==> config.mk <==
export PLATFORM = sky130hd
export DESIGN_NAME = cfg_flash_spi_master
export DESIGN_NICKNAME = d
export VERILOG_FILES = /design/src/rtl/cfg_flash_spi_master.sv
export SDC_FILE = /design/constraint.sdc
export NUM_CORES = 1
export LEC_CHECK = 0
export BUFFER_PORTS_ARGS = -buffer_cell sky130_fd_sc_hd__buf_2
export CAP_MARGIN = 15
export CORE_ASPECT_RATIO = 2
export CORE_MARGIN = 4
export CORE_UTILIZATION = 55
export CTS_CLUSTER_DIAMETER = 50
export DETAILED_ROUTE_END_ITERATION = 12
export GPL_TIMING_DRIVEN = 0
export PLACE_DENSITY_LB_ADDON = 0.15
export SYNTH_ARGS = -nofsm -noshare
export SYNTH_HDL_FRONTEND = slang
export SYNTH_SLANG_ARGS = --single-unit
==> constraint.sdc <==
create_clock -name clk -period 3.1 [get_ports clk]
set_input_delay 0.93 -clock clk [delete_from_list [all_inputs] [get_ports clk]]
set_output_delay 0.93 -clock clk [all_outputs]
set_load 0.02 [all_outputs]
==> src/rtl/cfg_flash_spi_master.sv <==
// SPI mode-0 master for the FPGA configuration flash: divided clock driven through
// the vendor master-clock primitive (mclk/mclk_ts), byte-stream valid/ready payload.
module cfg_flash_spi_master #(
  parameter int unsigned CLK_DIV       = 2,
  parameter int unsigned DIV_W         = 8,
  parameter int unsigned LEN_W         = 16,
  parameter bit          IDLE_TRISTATE = 1'b1
) (
  input  logic             clk,
  input  logic             reset_n,
  input  logic             start,
  input  logic [LEN_W-1:0] xfer_len,
  output logic             busy,
  output logic             done,
  input  logic [7:0]       tx_data,
  input  logic             tx_valid,
  output logic             tx_ready,
  output logic [7:0]       rx_data,
  output logic             rx_valid,
  output logic             mclk,
  output logic             mclk_ts,
  output logic             flash_cs_n,
  output logic             flash_mosi,
  input  logic             flash_miso
);

  typedef enum logic [2:0] {
    S_IDLE,
    S_SETUP,
    S_FETCH,
    S_SHIFT_LO,
    S_SHIFT_HI,
    S_HOLD
  } state_e;

  state_e           state_q, state_d;
  logic [DIV_W-1:0] div_q, div_d;
  logic [LEN_W-1:0] len_q, len_d;
  logic [2:0]       bit_q, bit_d;
  logic [6:0]       tx_sh_q, tx_sh_d;
  logic [7:0]       rx_sh_q, rx_sh_d;
  logic [7:0]       rx_data_q, rx_data_d;
  logic             rx_valid_q, rx_valid_d;
  logic             busy_q, busy_d;
  logic             done_q, done_d;
  logic             tx_ready_q, tx_ready_d;
  logic             mclk_q, mclk_d;
  logic             mclk_ts_q, mclk_ts_d;
  logic             cs_n_q, cs_n_d;
  logic             mosi_q, mosi_d;

  logic             tick;
  logic             sample;
  logic [7:0]       rx_full;

  assign tick    = (div_q == DIV_W'(CLK_DIV - 1));
  // MISO is captured on the cycle right after mclk rises
  assign sample  = (state_q == S_SHIFT_HI) && (div_q == '0);
  assign rx_full = sample ? {rx_sh_q[6:0], flash_miso} : rx_sh_q;

  always_ff @(posedge clk or negedge reset_n) begin
    if (!reset_n) begin
      state_q    <= S_IDLE;
      div_q      <= '0;
      len_q      <= '0;
      bit_q      <= '0;
      tx_sh_q    <= '0;
      rx_sh_q    <= '0;
      rx_data_q  <= '0;
      rx_valid_q <= 1'b0;
      busy_q     <= 1'b0;
      done_q     <= 1'b0;
      tx_ready_q <= 1'b0;
      mclk_q     <= 1'b0;
      mclk_ts_q  <= IDLE_TRISTATE;
      cs_n_q     <= 1'b1;
      mosi_q     <= 1'b0;
    end else begin
      state_q    <= state_d;
      div_q      <= div_d;
      len_q      <= len_d;
      bit_q      <= bit_d;
      tx_sh_q    <= tx_sh_d;
      rx_sh_q    <= rx_sh_d;
      rx_data_q  <= rx_data_d;
      rx_valid_q <= rx_valid_d;
      busy_q     <= busy_d;
      done_q     <= done_d;
      tx_ready_q <= tx_ready_d;
      mclk_q     <= mclk_d;
      mclk_ts_q  <= mclk_ts_d;
      cs_n_q     <= cs_n_d;
      mosi_q     <= mosi_d;
    end
  end

  always_comb begin
    state_d    = state_q;
    div_d      = '0;
    len_d      = len_q;
    bit_d      = bit_q;
    tx_sh_d    = tx_sh_q;
    rx_sh_d    = rx_full;
    rx_data_d  = rx_data_q;
    rx_valid_d = 1'b0;
    done_d     = 1'b0;
    mosi_d     = mosi_q;

    unique case (state_q)
      S_IDLE: begin
        if (start) begin
          if (xfer_len != '0) begin
            len_d   = xfer_len;
            state_d = S_SETUP;
          end else begin
            done_d = 1'b1;
          end
        end
      end
      S_SETUP: begin
        if (tick) state_d = S_FETCH;
      end
      S_FETCH: begin
        if (tx_valid && tx_ready_q) begin
          tx_sh_d = tx_data[6:0];
          mosi_d  = tx_data[7];
          bit_d   = '0;
          state_d = S_SHIFT_LO;
        end
      end
      S_SHIFT_LO: begin
        if (tick) state_d = S_SHIFT_HI;
      end
      S_SHIFT_HI: begin
        if (tick) begin
          if (bit_q != 3'd7) begin
            bit_d   = 3'(bit_q + 3'd1);
            mosi_d  = tx_sh_q[6];
            tx_sh_d = {tx_sh_q[5:0], 1'b0};
            state_d = S_SHIFT_LO;
          end else begin
            rx_data_d  = rx_full;
            rx_valid_d = 1'b1;
            len_d      = LEN_W'(len_q - LEN_W'(1));
            state_d    = (len_q == LEN_W'(1)) ? S_HOLD : S_FETCH;
          end
        end
      end
      S_HOLD: begin
        if (tick) begin
          mosi_d  = 1'b0;
          done_d  = 1'b1;
          state_d = S_IDLE;
        end
      end
      default: state_d = S_IDLE;
    endcase

    // Divider restarts on every state entry; it only runs in timed states
    if ((state_d == state_q) &&
        (state_q inside {S_SETUP, S_SHIFT_LO, S_SHIFT_HI, S_HOLD})) begin
      div_d = DIV_W'(div_q + DIV_W'(1));
    end

    busy_d     = (state_d != S_IDLE);
    cs_n_d     = (state_d == S_IDLE);
    mclk_ts_d  = (state_d == S_IDLE) ? IDLE_TRISTATE : 1'b0;
    mclk_d     = (state_d == S_SHIFT_HI);
    tx_ready_d = (state_d == S_FETCH);
  end

  assign busy       = busy_q;
  assign done       = done_q;
  assign tx_ready   = tx_ready_q;
  assign rx_data    = rx_data_q;
  assign rx_valid   = rx_valid_q;
  assign mclk       = mclk_q;
  assign mclk_ts    = mclk_ts_q;
  assign flash_cs_n = cs_n_q;
  assign flash_mosi = mosi_q;

endmodule

[Yosys cells after proc, flatten, opt, wreduce, memory -nomap -nowiden]
Cells that the tools add are included.
Word-level totals
  bits in registers: 61
  input bits: 29
  output and inout bits: 16
  logic and storage cells: 91
Cells by class
  $add $sub $neg: 3
  equality and inequality tests: 18
  muxes and demuxes: 38
  bitwise logic cells: 1
  reductions and logical operators: 16
Operators with widths (count)
  16-bit two-way mux: 4
  3-bit two-way mux: 12
  16-bit case mux with 2 select lines: 1
  7-bit two-way mux: 3
  3-bit case mux with 6 select lines: 1
  16-bit by 1-bit == test with 1-bit output, second input constant: 1
  8-bit two-way mux: 2
  16-bit nonzero test: 1
  16-bit by 1-bit subtractor with 16-bit output, second input constant: 1
  7-bit case mux with 2 select lines: 1
  2-bit inequality test, second input constant: 6
  1-bit two-way mux: 11
  5-bit AND reduction: 2
  3-bit by 2-bit == test with 1-bit output, second input constant: 3
  3-bit == test, second input constant: 3
  8-bit by 1-bit adder with 8-bit output, second input constant: 1
  8-bit by 1-bit == test with 1-bit output, second input constant: 1
  8-bit logical NOT: 1
  3-bit logical NOT: 2
  3-bit case mux with 2 select lines: 1
  3-bit nonzero test: 2
  4-bit AND reduction: 1
  2-bit nonzero test: 2
  4-bit nonzero test: 1
  10 further kinds: 12

[Longest topological paths before layout]
  depth in word-level cells: 8
  gate-level depth with buffers: 9
  depth with buffers taken out: 7

[Least setup slack after synthesis]
No wires, ideal clock.
  path kind: input to register
  start: input port xfer_len[2]
  end: register len_q[11]
  library setup time: 76 ps
  data arrival time: 2035 ps
  data required time: 3024 ps
  slack: 988 ps
  stages: 7
  path buffers: 2
  path through: nor4_1 and4_1 a22o_1 buf_6 buf_6 o21ai_1 o21ai_1
Between the ends
  word-level cells in the longest chain between the ends: 3
RTL lines
  start: declaration: line 12  | input logic [LEN_W-1:0] xfer_len,
  16-bit nonzero test: line 112  | if (xfer_len != '0) begin
  2-bit inequality test (no source line)
  5-bit AND reduction (no source line)
  end signal: assignment: line 81  | len_q <= len_d;
  end: declaration: line 38  | logic [LEN_W-1:0] len_q, len_d;
Every way passes these cells.
A chain may end at the register's enable or synchronous reset.

[Worst setup path after layout]
  start: input port xfer_len[5]
  end: register len_q[11]
The elaborated chain is that of the path after synthesis.

==> impl_metrics.yaml <==
finish:
  multi_input_area_mm2: 0.00152
  antenna_cells: 0
  area_delta_synth_final_pct: 16.3
  drive_above_1_share: 0.272
  fillers: 476
  regArea_mm2: 0.00150
  nets: 417
placed_design:
  place_congestion: 0.935
  io_buffer_count: 44
  hpwlAfterDp_um: 5730
synth:
  syn_inst: 325
  synth_warnings: 0
  syn-num-nets: 361
  syn_area_mm2: 0.00317
  async_flop_share: 1.00
  synth_flop_cell: "dfrtp_1"
  ys_types: 57
  synth_edf_count: 0
  synth.avg_cell_area_um2: 9.75
  ys_ff_latch: 60
  seq_area_frac_synth: 0.474
clocking:
  cts_setup_buffers: 0
  cts_sinks: 60
  cts_htree_levels: 3
  clock_latency_ns: 0.35
  cts_hold_buf: 0
  clockBufferDepth: 2
  clkTransAtPathRegs_ns: 0.07
  cts-resized-gates: 0
  root_buffer: "clkbuf_8"
  cts_tree: "yes"
  numCtsBuffers: 9
routing:
  dr.pass1.iters: 4
  drtIter0Drc: 116
  drc: 0
  postRouteAntennaNets: 0
  drt-total-wl_um: 7630
  vias: 2677
  viasPerCell: 6.00
  post_drt_wl_per_cell_um: 17.1
sta:
  max_freq_ghz: 0.419
  skew_ns: 0.00638
  timing.final.max_slew_violations: 0
  fin_crit_ns: 2.38
  rsz0062_at_grt: "false"
  finalSetupViolations: 0
  finalHoldViolations: 0
  fin_crit_sh: 0.769
  slew_headroom: 0.531
  worstMarginPinSlew_ns: 0.703
  tns_ns: 0
critical_path:
  worst_r2r_path_depth: 7
  startpoint_type: "input pin"
  critPathMaxFanout: 10
  ff2ff_setup_slack_ns: 0.92
  arrival_ns: 2.67
  crit_type: "in2reg"
  r2r-start: "len_q[0]$_DFFE_PN0P_"
  endpoint_kind: "register"
  reg2reg_to: "len_q[14]$_DFFE_PN0P_"
  required_ns: 3.38
global_routing:
  grt-ovfl-total: 0
  antenna_found_initial: 0
  grt_pass1_wl_um: 12600
  grt_usage: 0.241
  grt_start_max_net_pins: 33
  grt_pass1_vias: 2677
run:
  cap_violations: 0
power_and_ir_drop:
  ir_drop_v: 0.000665
  leakagePower_nw: 1.74
  totalPowerFinal_w: 0.00301
  p_per_area_mw_per_mm2: 818
floorplanning:
  dieArea_mm2: 0.00711
  die_x_um: 61.7
  initial_core_util: 0.575
  die_height_um: 115
  row_count: 38
  design.core.area_mm2: 0.00552
  ios: 45
run_status:
  outcome: "finished, final reports clean"
worst_hold_path:
  hold_start: "rx_data[7]$_DFFE_PN0P_"
  worstHoldEndpoint: "rx_data[7]$_DFFE_PN0P_"
  hold_class: "reg2reg"
  hold-path-cell-count: 2
-- state kept, by name, summed over array words and instances, names as in the netlist, 3 cells and up --
register and flops:
bit_q 3, div_q 8, len_q 16, tx_sh_q 7, state_q 3, rx_sh_q 8, rx_data 8
-- how the worst max path moves through the flow --
| stage | endpoint | cells past startpoint | slack, ns | from |
|---|---|---|---|---|
| after floorplan | len_q[11]$_DFFE_PN0P_ | 7 | 0.99 | xfer_len[2] |
| after global placement | len_q[11]$_DFFE_PN0P_ | 8 | 0.42 | xfer_len[2] |
| after detailed placement | len_q[11]$_DFFE_PN0P_ | 8 | 0.41 | xfer_len[2] |
| after CTS | len_q[11]$_DFFE_PN0P_ | 8 | 0.76 | xfer_len[2] |
| after global routing | len_q[11]$_DFFE_PN0P_ | 8 | 0.63 | xfer_len[2] |
| final | len_q[11]$_DFFE_PN0P_ | 8 | 0.72 | xfer_len[5] |
-- metal layers --
layer  track usage  vias to the layer above  part of all wire
li1              -                     1277                 -
met5             0                        -                 0
met4         0.116                        0             0.033
met2         0.420                       60              0.56
met3        0.0573                       23             0.045
met1         0.259                     1317              0.36
-- area by class of cell --
type                    instances  area share
multi-input cells             239       0.411
flip-flops and latches         60       0.408
repair buffers                 45      0.0652
clock buffers                  11      0.0383
plain buffers                  16      0.0305
well taps                      60      0.0204
clock inverters                 5      0.0166
inverters                      10      0.0102
-- cell usage after synthesis, drive strengths merged, types with 6 or more instances --
cell   count  area (um2)
xor2       6        52.6
nor4      10        77.6
ha         7        87.6
inv        9        33.8
dfrtp     59        1480
a31oi      9        56.3
nand2     51         191
buf       15         109
nand3     13        65.1
a21oi     15        75.1
o21ai     25         129
nor3      11        76.3
mux2       9         101
nor2      23        86.3
and3       7        45.1
-- stage by stage --
stage | hold WS (ns) | std cells | setup WS, ns | util | instance area, um2
after detailed placement | 0.457 | 430 | 0.406 | 0.632 | 3480
final | 0.468 | 446 | 0.716 | 0.669 | 3690
after CTS | 0.475 | 446 | 0.765 | 0.669 | 3690
after global placement | 0.456 | 429 | 0.424 | 0.628 | 3460
after floorplan | 0.470 | 325 | 0.988 | - | 3170
after global routing | 0.506 | 446 | 0.631 | 0.669 | 3690
-- critical path: stages --
cell,delay (ns)
buf_2,0.11
nor4_1,0.57
and4_1,0.40
a22o_1,0.20
buf_6,0.16
buf_6,0.15
o21ai_1,0.07
o21ai_1,0.07
-- cell usage in the layout, fill, tap and decap left out, types with 3 or more instances in the layout --
master / synthesis / layout
a2bb2oi_1: 3 / 3
ha_1: 7 / 7
nand2b_1: 5 / 5
nor4_1: 9 / 9
buf_2: 9 / 53
o21ai_0: 17 / 17
nand3_1: 13 / 13
clkbuf_8: 0 / 10
inv_1: 9 / 9
buf_6: 5 / 5
nor3_1: 8 / 8
xor2_1: 6 / 6
nand2_1: 51 / 51
dfrtp_1: 59 / 59
a21oi_1: 15 / 15
and3_1: 6 / 6
and4_1: 3 / 3
a22o_1: 5 / 5
o21ai_1: 7 / 7
a31oi_1: 9 / 9
nor2_1: 23 / 23
o22ai_1: 4 / 4
a22oi_1: 3 / 3
clkinvlp_4: 0 / 3
mux2_2: 9 / 9
-- logic make-up (layout without fill, tap and decap cells) --
family	count (synthesis)	after routing	share of synthesized area
flip-flops	60	60	0.474
buffers and inverters	26	87	0.0474
multiplexers	9	9	0.0320
adder cells (fa/ha/maj)	7	7	0.0276
AO/OA/AOI/OAI	75	75	0.158
XOR/XNOR	7	7	0.0193
AND/OR/NAND/NOR	141	141	0.241
-- report_power, final --
| part | internal [W] | leakage (nW) | switching (W) | total (W) |
|---|---|---|---|---|
| sequential | 0.00102 | 0.758 | 0.000216 | 0.00124 |
| combinational | 0.000439 | 0.888 | 0.000609 | 0.00105 |
| clock | 0.000394 | 0.0918 | 0.000336 | 0.000730 |
| total | 0.00185 | 1.74 | 0.00116 | 0.00301 |
Power figures use the tool's default switching activity.
